==> src/rtl/stream_demux_1_2_pkg.sv <==
// Shared types and constants for the packet-aware 1:2 stream demultiplexer.
package stream_demux_1_2_pkg;

  // Packet-routing FSM: IDLE waits for a first beat, LOCK follows a packet to its end.
  typedef enum logic {
    ST_IDLE = 1'b0,
    ST_LOCK = 1'b1
  } state_t;

  // Destination select values carried on in_sel / lock_sel.
  localparam logic SEL_OUT0 = 1'b0;
  localparam logic SEL_OUT1 = 1'b1;

endpackage

==> src/rtl/stream_demux_1_2_if.sv <==
// Bundles the input stream and both output streams of the demultiplexer.
// master = the environment (source + sinks), slave = the demultiplexer itself.
interface stream_demux_1_2_if #(
  parameter int DATA_W = 8
) ();

  logic              in_valid;
  logic              in_ready;
  logic [DATA_W-1:0] in_data;
  logic              in_last;
  logic              in_sel;

  logic              out0_valid;
  logic              out0_ready;
  logic [DATA_W-1:0] out0_data;
  logic              out0_last;

  logic              out1_valid;
  logic              out1_ready;
  logic [DATA_W-1:0] out1_data;
  logic              out1_last;

  modport master (
    output in_valid, in_data, in_last, in_sel, out0_ready, out1_ready,
    input  in_ready, out0_valid, out0_data, out0_last,
           out1_valid, out1_data, out1_last
  );

  modport slave (
    input  in_valid, in_data, in_last, in_sel, out0_ready, out1_ready,
    output in_ready, out0_valid, out0_data, out0_last,
           out1_valid, out1_data, out1_last
  );

endinterface

==> src/rtl/stream_demux_1_2_fifo.sv <==
// Small synchronous FIFO used as the per-output buffer of the demultiplexer.
// Full/empty derive from an occupancy counter one bit wider than the pointers.
module stream_demux_1_2_fifo #(
  parameter int WIDTH = 9,
  parameter int DEPTH = 2
) (
  input  logic             clk,
  input  logic             rst_n,
  input  logic             push,
  input  logic [WIDTH-1:0] din,
  output logic             full,
  input  logic             pop,
  output logic [WIDTH-1:0] dout,
  output logic             empty
);

  localparam int            AW        = $clog2(DEPTH);
  localparam logic [AW:0]   DEPTH_CNT = (AW + 1)'(DEPTH);

  logic [WIDTH-1:0] r_mem [DEPTH];
  logic [AW-1:0]    r_wr_ptr;
  logic [AW-1:0]    r_rd_ptr;
  logic [AW:0]      r_count;

  logic w_push_ok;
  logic w_pop_ok;

  assign full      = (r_count == DEPTH_CNT);
  assign empty     = (r_count == '0);
  assign w_push_ok = push & ~full;
  assign w_pop_ok  = pop & ~empty;
  assign dout      = r_mem[r_rd_ptr];

  // Storage, pointers and occupancy update on push/pop.
  always_ff @(posedge clk or negedge rst_n) begin
    if (!rst_n) begin
      // NOTE: the storage is reset on purpose: the head is visible on the output
      // bus even while empty, and it must read as zero after reset.
      for (int i = 0; i < DEPTH; i++) begin
        r_mem[i] <= '0;
      end
      r_wr_ptr <= '0;
      r_rd_ptr <= '0;
      r_count  <= '0;
    end else begin
      // NOTE: non-blocking assignments here so every register samples the
      // pre-edge values, independent of statement order.
      if (w_push_ok) begin
        r_mem[r_wr_ptr] <= din;
        r_wr_ptr        <= r_wr_ptr + 1'b1;
      end
      if (w_pop_ok) begin
        r_rd_ptr <= r_rd_ptr + 1'b1;
      end
      unique case ({w_push_ok, w_pop_ok})
        2'b10:   r_count <= r_count + 1'b1;
        2'b01:   r_count <= r_count - 1'b1;
        default: r_count <= r_count;
      endcase
    end
  end

endmodule

==> src/rtl/stream_demux_1_2.sv <==
// Registered, packet-aware 1:2 stream demultiplexer. The first beat of a packet
// picks the destination; the FSM locks it until the last beat. Each output has
// its own FIFO so a stalled sink only blocks traffic bound for it.
module stream_demux_1_2
  import stream_demux_1_2_pkg::*;
#(
  parameter int DATA_W     = 8,
  parameter int FIFO_DEPTH = 2,
  parameter int CNT_W      = 16
) (
  input  logic                 clk,
  input  logic                 rst_n,
  stream_demux_1_2_if.slave    bus,
  output logic [CNT_W-1:0]     pkt_cnt0,
  output logic [CNT_W-1:0]     pkt_cnt1
);

  state_t           r_state;
  state_t           w_state_nxt;
  logic             r_lock_sel;
  logic             w_lock_sel_nxt;
  logic             w_target;
  logic             w_in_ready;
  logic             w_accept;
  logic             w_push0;
  logic             w_push1;
  logic             w_full0;
  logic             w_full1;
  logic             w_empty0;
  logic             w_empty1;
  logic [DATA_W:0]  w_dout0;
  logic [DATA_W:0]  w_dout1;
  logic [CNT_W-1:0] r_pkt_cnt0;
  logic [CNT_W-1:0] r_pkt_cnt1;

  // Target selection, input ready and next-state logic.
  always_comb begin
    // NOTE: every output of this block gets a default first, so no path leaves
    // one unassigned and no latch is inferred.
    w_state_nxt    = r_state;
    w_lock_sel_nxt = r_lock_sel;
    w_target       = bus.in_sel;

    if (r_state == ST_LOCK) begin
      w_target = r_lock_sel;
    end

    // Ready depends only on the target FIFO's fill level, never on in_valid.
    w_in_ready = (w_target == SEL_OUT1) ? ~w_full1 : ~w_full0;
    w_accept   = bus.in_valid & w_in_ready;

    unique case (r_state)
      ST_IDLE: begin
        if (w_accept && !bus.in_last) begin
          w_state_nxt    = ST_LOCK;
          w_lock_sel_nxt = bus.in_sel;
        end
      end
      ST_LOCK: begin
        if (w_accept && bus.in_last) begin
          w_state_nxt = ST_IDLE;
        end
      end
      default: w_state_nxt = ST_IDLE;
    endcase
  end

  // FSM state and locked destination registers.
  always_ff @(posedge clk or negedge rst_n) begin
    if (!rst_n) begin
      r_state    <= ST_IDLE;
      r_lock_sel <= SEL_OUT0;
    end else begin
      r_state    <= w_state_nxt;
      r_lock_sel <= w_lock_sel_nxt;
    end
  end

  // Per-output packet counters; wrap naturally at 2^CNT_W.
  always_ff @(posedge clk or negedge rst_n) begin
    if (!rst_n) begin
      r_pkt_cnt0 <= '0;
      r_pkt_cnt1 <= '0;
    end else if (w_accept && bus.in_last) begin
      if (w_target == SEL_OUT1) begin
        r_pkt_cnt1 <= r_pkt_cnt1 + 1'b1;
      end else begin
        r_pkt_cnt0 <= r_pkt_cnt0 + 1'b1;
      end
    end
  end

  assign w_push0 = w_accept & (w_target == SEL_OUT0);
  assign w_push1 = w_accept & (w_target == SEL_OUT1);

  stream_demux_1_2_fifo #(
    .WIDTH (DATA_W + 1),
    .DEPTH (FIFO_DEPTH)
  ) u_fifo0 (
    .clk   (clk),
    .rst_n (rst_n),
    .push  (w_push0),
    .din   ({bus.in_last, bus.in_data}),
    .full  (w_full0),
    .pop   (bus.out0_valid & bus.out0_ready),
    .dout  (w_dout0),
    .empty (w_empty0)
  );

  stream_demux_1_2_fifo #(
    .WIDTH (DATA_W + 1),
    .DEPTH (FIFO_DEPTH)
  ) u_fifo1 (
    .clk   (clk),
    .rst_n (rst_n),
    .push  (w_push1),
    .din   ({bus.in_last, bus.in_data}),
    .full  (w_full1),
    .pop   (bus.out1_valid & bus.out1_ready),
    .dout  (w_dout1),
    .empty (w_empty1)
  );

  assign bus.in_ready                   = w_in_ready;
  assign bus.out0_valid                 = ~w_empty0;
  assign {bus.out0_last, bus.out0_data} = w_dout0;
  assign bus.out1_valid                 = ~w_empty1;
  assign {bus.out1_last, bus.out1_data} = w_dout1;
  assign pkt_cnt0                       = r_pkt_cnt0;
  assign pkt_cnt1                       = r_pkt_cnt1;

endmodule
==> src/flat_wrapper.sv <==
// flat-port wrapper written by rule: the top's interface ports become plain ports
module stream_demux_1_2_flat import stream_demux_1_2_pkg::*;
#(
  parameter int DATA_W     = 8,
  parameter int FIFO_DEPTH = 2,
  parameter int CNT_W      = 16
)
  (clk, rst_n, pkt_cnt0, pkt_cnt1, bus_in_valid, bus_in_data, bus_in_last, bus_in_sel, bus_out0_ready, bus_out1_ready, bus_in_ready, bus_out0_valid, bus_out0_data, bus_out0_last, bus_out1_valid, bus_out1_data, bus_out1_last);
  stream_demux_1_2_if #(.DATA_W(DATA_W)) bus_i ();
  input  logic clk;
  input  logic rst_n;
  output logic [CNT_W-1:0] pkt_cnt0;
  output logic [CNT_W-1:0] pkt_cnt1;
  input wire logic [$bits(bus_i.in_valid)-1:0] bus_in_valid;
  input wire logic [$bits(bus_i.in_data)-1:0] bus_in_data;
  input wire logic [$bits(bus_i.in_last)-1:0] bus_in_last;
  input wire logic [$bits(bus_i.in_sel)-1:0] bus_in_sel;
  input wire logic [$bits(bus_i.out0_ready)-1:0] bus_out0_ready;
  input wire logic [$bits(bus_i.out1_ready)-1:0] bus_out1_ready;
  output wire logic [$bits(bus_i.in_ready)-1:0] bus_in_ready;
  output wire logic [$bits(bus_i.out0_valid)-1:0] bus_out0_valid;
  output wire logic [$bits(bus_i.out0_data)-1:0] bus_out0_data;
  output wire logic [$bits(bus_i.out0_last)-1:0] bus_out0_last;
  output wire logic [$bits(bus_i.out1_valid)-1:0] bus_out1_valid;
  output wire logic [$bits(bus_i.out1_data)-1:0] bus_out1_data;
  output wire logic [$bits(bus_i.out1_last)-1:0] bus_out1_last;
  assign bus_i.in_valid = bus_in_valid;
  assign bus_i.in_data = bus_in_data;
  assign bus_i.in_last = bus_in_last;
  assign bus_i.in_sel = bus_in_sel;
  assign bus_i.out0_ready = bus_out0_ready;
  assign bus_i.out1_ready = bus_out1_ready;
  assign bus_in_ready = bus_i.in_ready;
  assign bus_out0_valid = bus_i.out0_valid;
  assign bus_out0_data = bus_i.out0_data;
  assign bus_out0_last = bus_i.out0_last;
  assign bus_out1_valid = bus_i.out1_valid;
  assign bus_out1_data = bus_i.out1_data;
  assign bus_out1_last = bus_i.out1_last;
  stream_demux_1_2 #(.DATA_W(DATA_W), .FIFO_DEPTH(FIFO_DEPTH), .CNT_W(CNT_W)) u_core (.clk(clk), .rst_n(rst_n), .bus(bus_i), .pkt_cnt0(pkt_cnt0), .pkt_cnt1(pkt_cnt1));
endmodule
==> config.mk <==
export PLATFORM = sky130hd
export DESIGN_NAME = stream_demux_1_2_flat
export DESIGN_NICKNAME = d
export VERILOG_FILES = /design/src/rtl/stream_demux_1_2_pkg.sv /design/src/rtl/stream_demux_1_2_if.sv /design/src/rtl/stream_demux_1_2_fifo.sv /design/src/rtl/stream_demux_1_2.sv /design/src/flat_wrapper.sv
export SDC_FILE = /design/constraint.sdc
export NUM_CORES = 1
export LEC_CHECK = 0
export BUFFER_PORTS_ARGS = -buffer_cell sky130_fd_sc_hd__buf_2
export CAP_MARGIN = 20
export CORE_UTILIZATION = 35
export CTS_BUF_LIST = sky130_fd_sc_hd__clkbuf_16
export DETAILED_ROUTE_END_ITERATION = 7
export HOLD_SLACK_MARGIN = 0.15
export MAX_ROUTING_LAYER = met4
export PLACE_DENSITY_LB_ADDON = 0.3
export SYNTH_ARGS = -nofsm -noshare
export SYNTH_HDL_FRONTEND = slang
export SYNTH_SLANG_ARGS = --single-unit
==> constraint.sdc <==
create_clock -name clk -period 2.4 [get_ports clk]
set_input_delay 0.12 -clock clk [delete_from_list [all_inputs] [get_ports clk]]
set_output_delay 0.12 -clock clk [all_outputs]
set_load 0.02 [all_outputs]
==> run summary <==
status -> finished, final reports clean
share of cells above drive strength 1 -> 0.4294
Initial DRC Count -> 58
Hold Slack -> 0.1577 ns
Synth Flop Type -> dfrtp_1
Tightest Pin Transition -> 0.5748 ns
Max Cap Viol -> 0
Resized Gates After CTS -> 0
Final Hold Viols -> 0
slowest CP cell -> nor2b_1
Yosys reg bits -> 78
Final Skew -> 0.01089 ns
Seq/Total Area, Yosys -> 0.5516
Startpoint Class -> flop
vias in the first global route -> 2421
Num CTS Buffers -> 9
synthesized area -> 3538 µm²
clk slew on worst S/H paths -> 0.06 ns
die width -> 102.5 µm
DR vias -> 2315
fin nets -> 368
RSZ-0062 raised after global routing -> false
count of pins over their slew limit -> 0
Min-Delay Path Class -> input port to flop
H-tree levels -> 3
routability cong. -> 0.7467
Post-synth ARST share -> 1.000
initial antenna violation count -> 0
Static Leak -> 2.077 nW
CTS Sinks -> 78
PortBufs -> 67
Crit path arrival time -> 2.26 ns
Die Area -> 10520 µm²
Core Region -> 9774 µm²
Skew-Pair Late Insertion Delay -> 0.33 ns
CTS tree -> done
CTS Root Cell -> clkbuf_16
hpwl dp -> 4866 µm
DRT Pass-1 Iters -> 5
Row Count -> 36
Total Routing Usage GR -> 0.1543
Synthesis Warnings -> 0
Longest Clk Path Bufs -> 2
io pins -> 68
Initial Util -> 0.3620
Ant. Diodes -> 0
WP data required -> 2.61 ns
final WL -> 6926 µm
vias per cell -> 4.754
Congestion Overflow GR -> 0
Mapped Avg Cell Area -> 13.45 µm²
Max Freq -> 487.6 MHz
Slew HR -> 0.6160
max incr delay on CP -> 0.48 ns
first-pass GRT wire length -> 12050 µm
ANT nets after route -> 0
hold buffer count at cts -> 11
Remaining DRCs -> 0
final core utilization -> 0.4575
library cells used by synthesis -> 34
cells after synthesis -> 263
Post-synth EDFFs -> 0
setup TNS -> 0 ns
routed length per placed instance -> 14.22 µm
largest net degree at the start of global routing -> 47
kind of critical path -> flop to flop
pwr dens -> 1286 nW/µm²
crit path time final -> 2.051 ns
Tcrit/Tclk final -> 0.8545
Peak VDD IR -> 835.3 µV
Finish-stage setup viols -> 0
postcts setup bufs -> 0
Layout area overhead -> 26.38%
crit path cell chain -> nor2b_1 > nand3b_4 > or2_1 > mux2_2
Die H -> 102.5 µm
critical-path maximum fanout -> 10
Synthesized Nets -> 282
Critical Path Sink Type -> flop
## cell families (layout without fill, tap and decap cells)
family,count (synthesis),after routing,synth area share
DFF,78,78,0.5516
and+or+nand+nor,74,74,0.1319
muxes,60,60,0.1948
xor gates and xnor gates,39,39,0.09654
buffers and inverters,6,97,0.007424
adders and majority gates,4,4,0.01414
AOI/OAI and AO/OA,2,2,0.003536
## Yosys cell counts, types with 3 or more instances
cell       n  share of area
ha_1       4          0.014
nand2_1   12          0.013
and2_1     3         0.0053
xor2_1    13          0.032
dfrtp_1   78           0.55
nor3_1     4         0.0057
nand3_1   13          0.018
xnor2_1   26          0.064
and3_1     6          0.011
mux2_2    57           0.18
clkbuf_1   4         0.0042
nand4_1   11          0.019
nor2_1     7         0.0074
## worst max-delay path, delay by kind of cell, from the launching register on
kind / cells / cell delay [ns]
flip-flops: 1 / 0.42
AND/OR/NAND/NOR: 3 / 1.13
multiplexers: 1 / 0.38
## final timing paths
| path | startpoint | cells past startpoint | slack [ns] | endpoint |
|---|---|---|---|---|
| max | u_core.u_fifo0.r_count[0] | 4 | 0.35 | u_core.u_fifo0.r_mem[11] |
| min | bus_out1_ready | 3 | 0.16 | u_core.u_fifo1.r_rd_ptr |
| max reg2reg | u_core.u_fifo0.r_count[0] | 4 | 0.35 | u_core.u_fifo0.r_mem[11] |
| min reg2reg | u_core.pkt_cnt1[15] | 1 | 0.47 | u_core.pkt_cnt1[15] |
| max in group asynchronous | rst_n | 3 | 1.53 | u_core.u_fifo0.r_mem[2] |
| min in group asynchronous | rst_n | 2 | 0.28 | u_core.pkt_cnt1[15] |
## cell usage in the layout, fill, tap and decap left out, types with 2 or more instances in the layout
master,n
dfrtp_1,78
ha_1,4
mux2_2,57
nand3_1,13
bufinv_16,2
nor2b_1,2
buf_4,2
nor4_1,2
xor2_1,13
inv_1,2
xnor2_1,26
or2_2,2
nand4_1,11
nor3_1,4
buf_2,66
clkbuf_16,9
dlygate4sd3_1,11
and2_1,3
nor2_1,7
nand2_1,12
and4_1,2
and3_1,6
## area by class of cell
type	instances	area (µm²)
clock buffer	9	225.2
clock inverter	7	88.84
fill	900	5303
inverter	1	3.754
multi-input combinational	179	1560
sequential	78	1952
tap	133	166.4
timing repair buffer	80	475.5
## routing by layer
layer	track usage	vias to the layer above	share of wire
met3	0.03729	8	0.043
met1	0.2004	1140	0.49
met5	-	-	0
li1	-	1106	-
met2	0.2400	61	0.45
met4	0.04286	0	0.013
## report_power, final
part           total [W]  internal [W]  switching, W
registers        0.00217       0.00179      0.000381
clock network    0.00142      0.000905      0.000515
logic            0.00216       0.00106       0.00110
## state kept, by name, summed over array words and instances, names as in the netlist, named ones only
signal and cells:
u_core.u_fifo0.r_mem 18, u_core.u_fifo1.r_mem 18, u_core.pkt_cnt0 16, u_core.pkt_cnt1 16, u_core.u_fifo0.r_count 2, u_core.u_fifo1.r_count 2
u_core.r_lock_sel 1, u_core.u_fifo0.r_rd_ptr 1, u_core.u_fifo0.r_wr_ptr 1, u_core.u_fifo1.r_rd_ptr 1, u_core.u_fifo1.r_wr_ptr 1
## stage by stage
stage / power (W) / instance area, µm² / cells / setup WS [ns]
6_report: 0.005751 / 4472 / 487 / 0.3493
2_1_floorplan: 0.003738 / 3538 / 263 / 0.6777
3_3_place_gp: 0.004324 / 4048 / 460 / 0.3960
3_5_place_dp: 0.004377 / 4048 / 460 / 0.3105
5_1_grt: 0.006139 / 4472 / 487 / 0.1692
4_1_cts: 0.005844 / 4472 / 487 / 0.3052
Power figures use the tool's default switching activity.
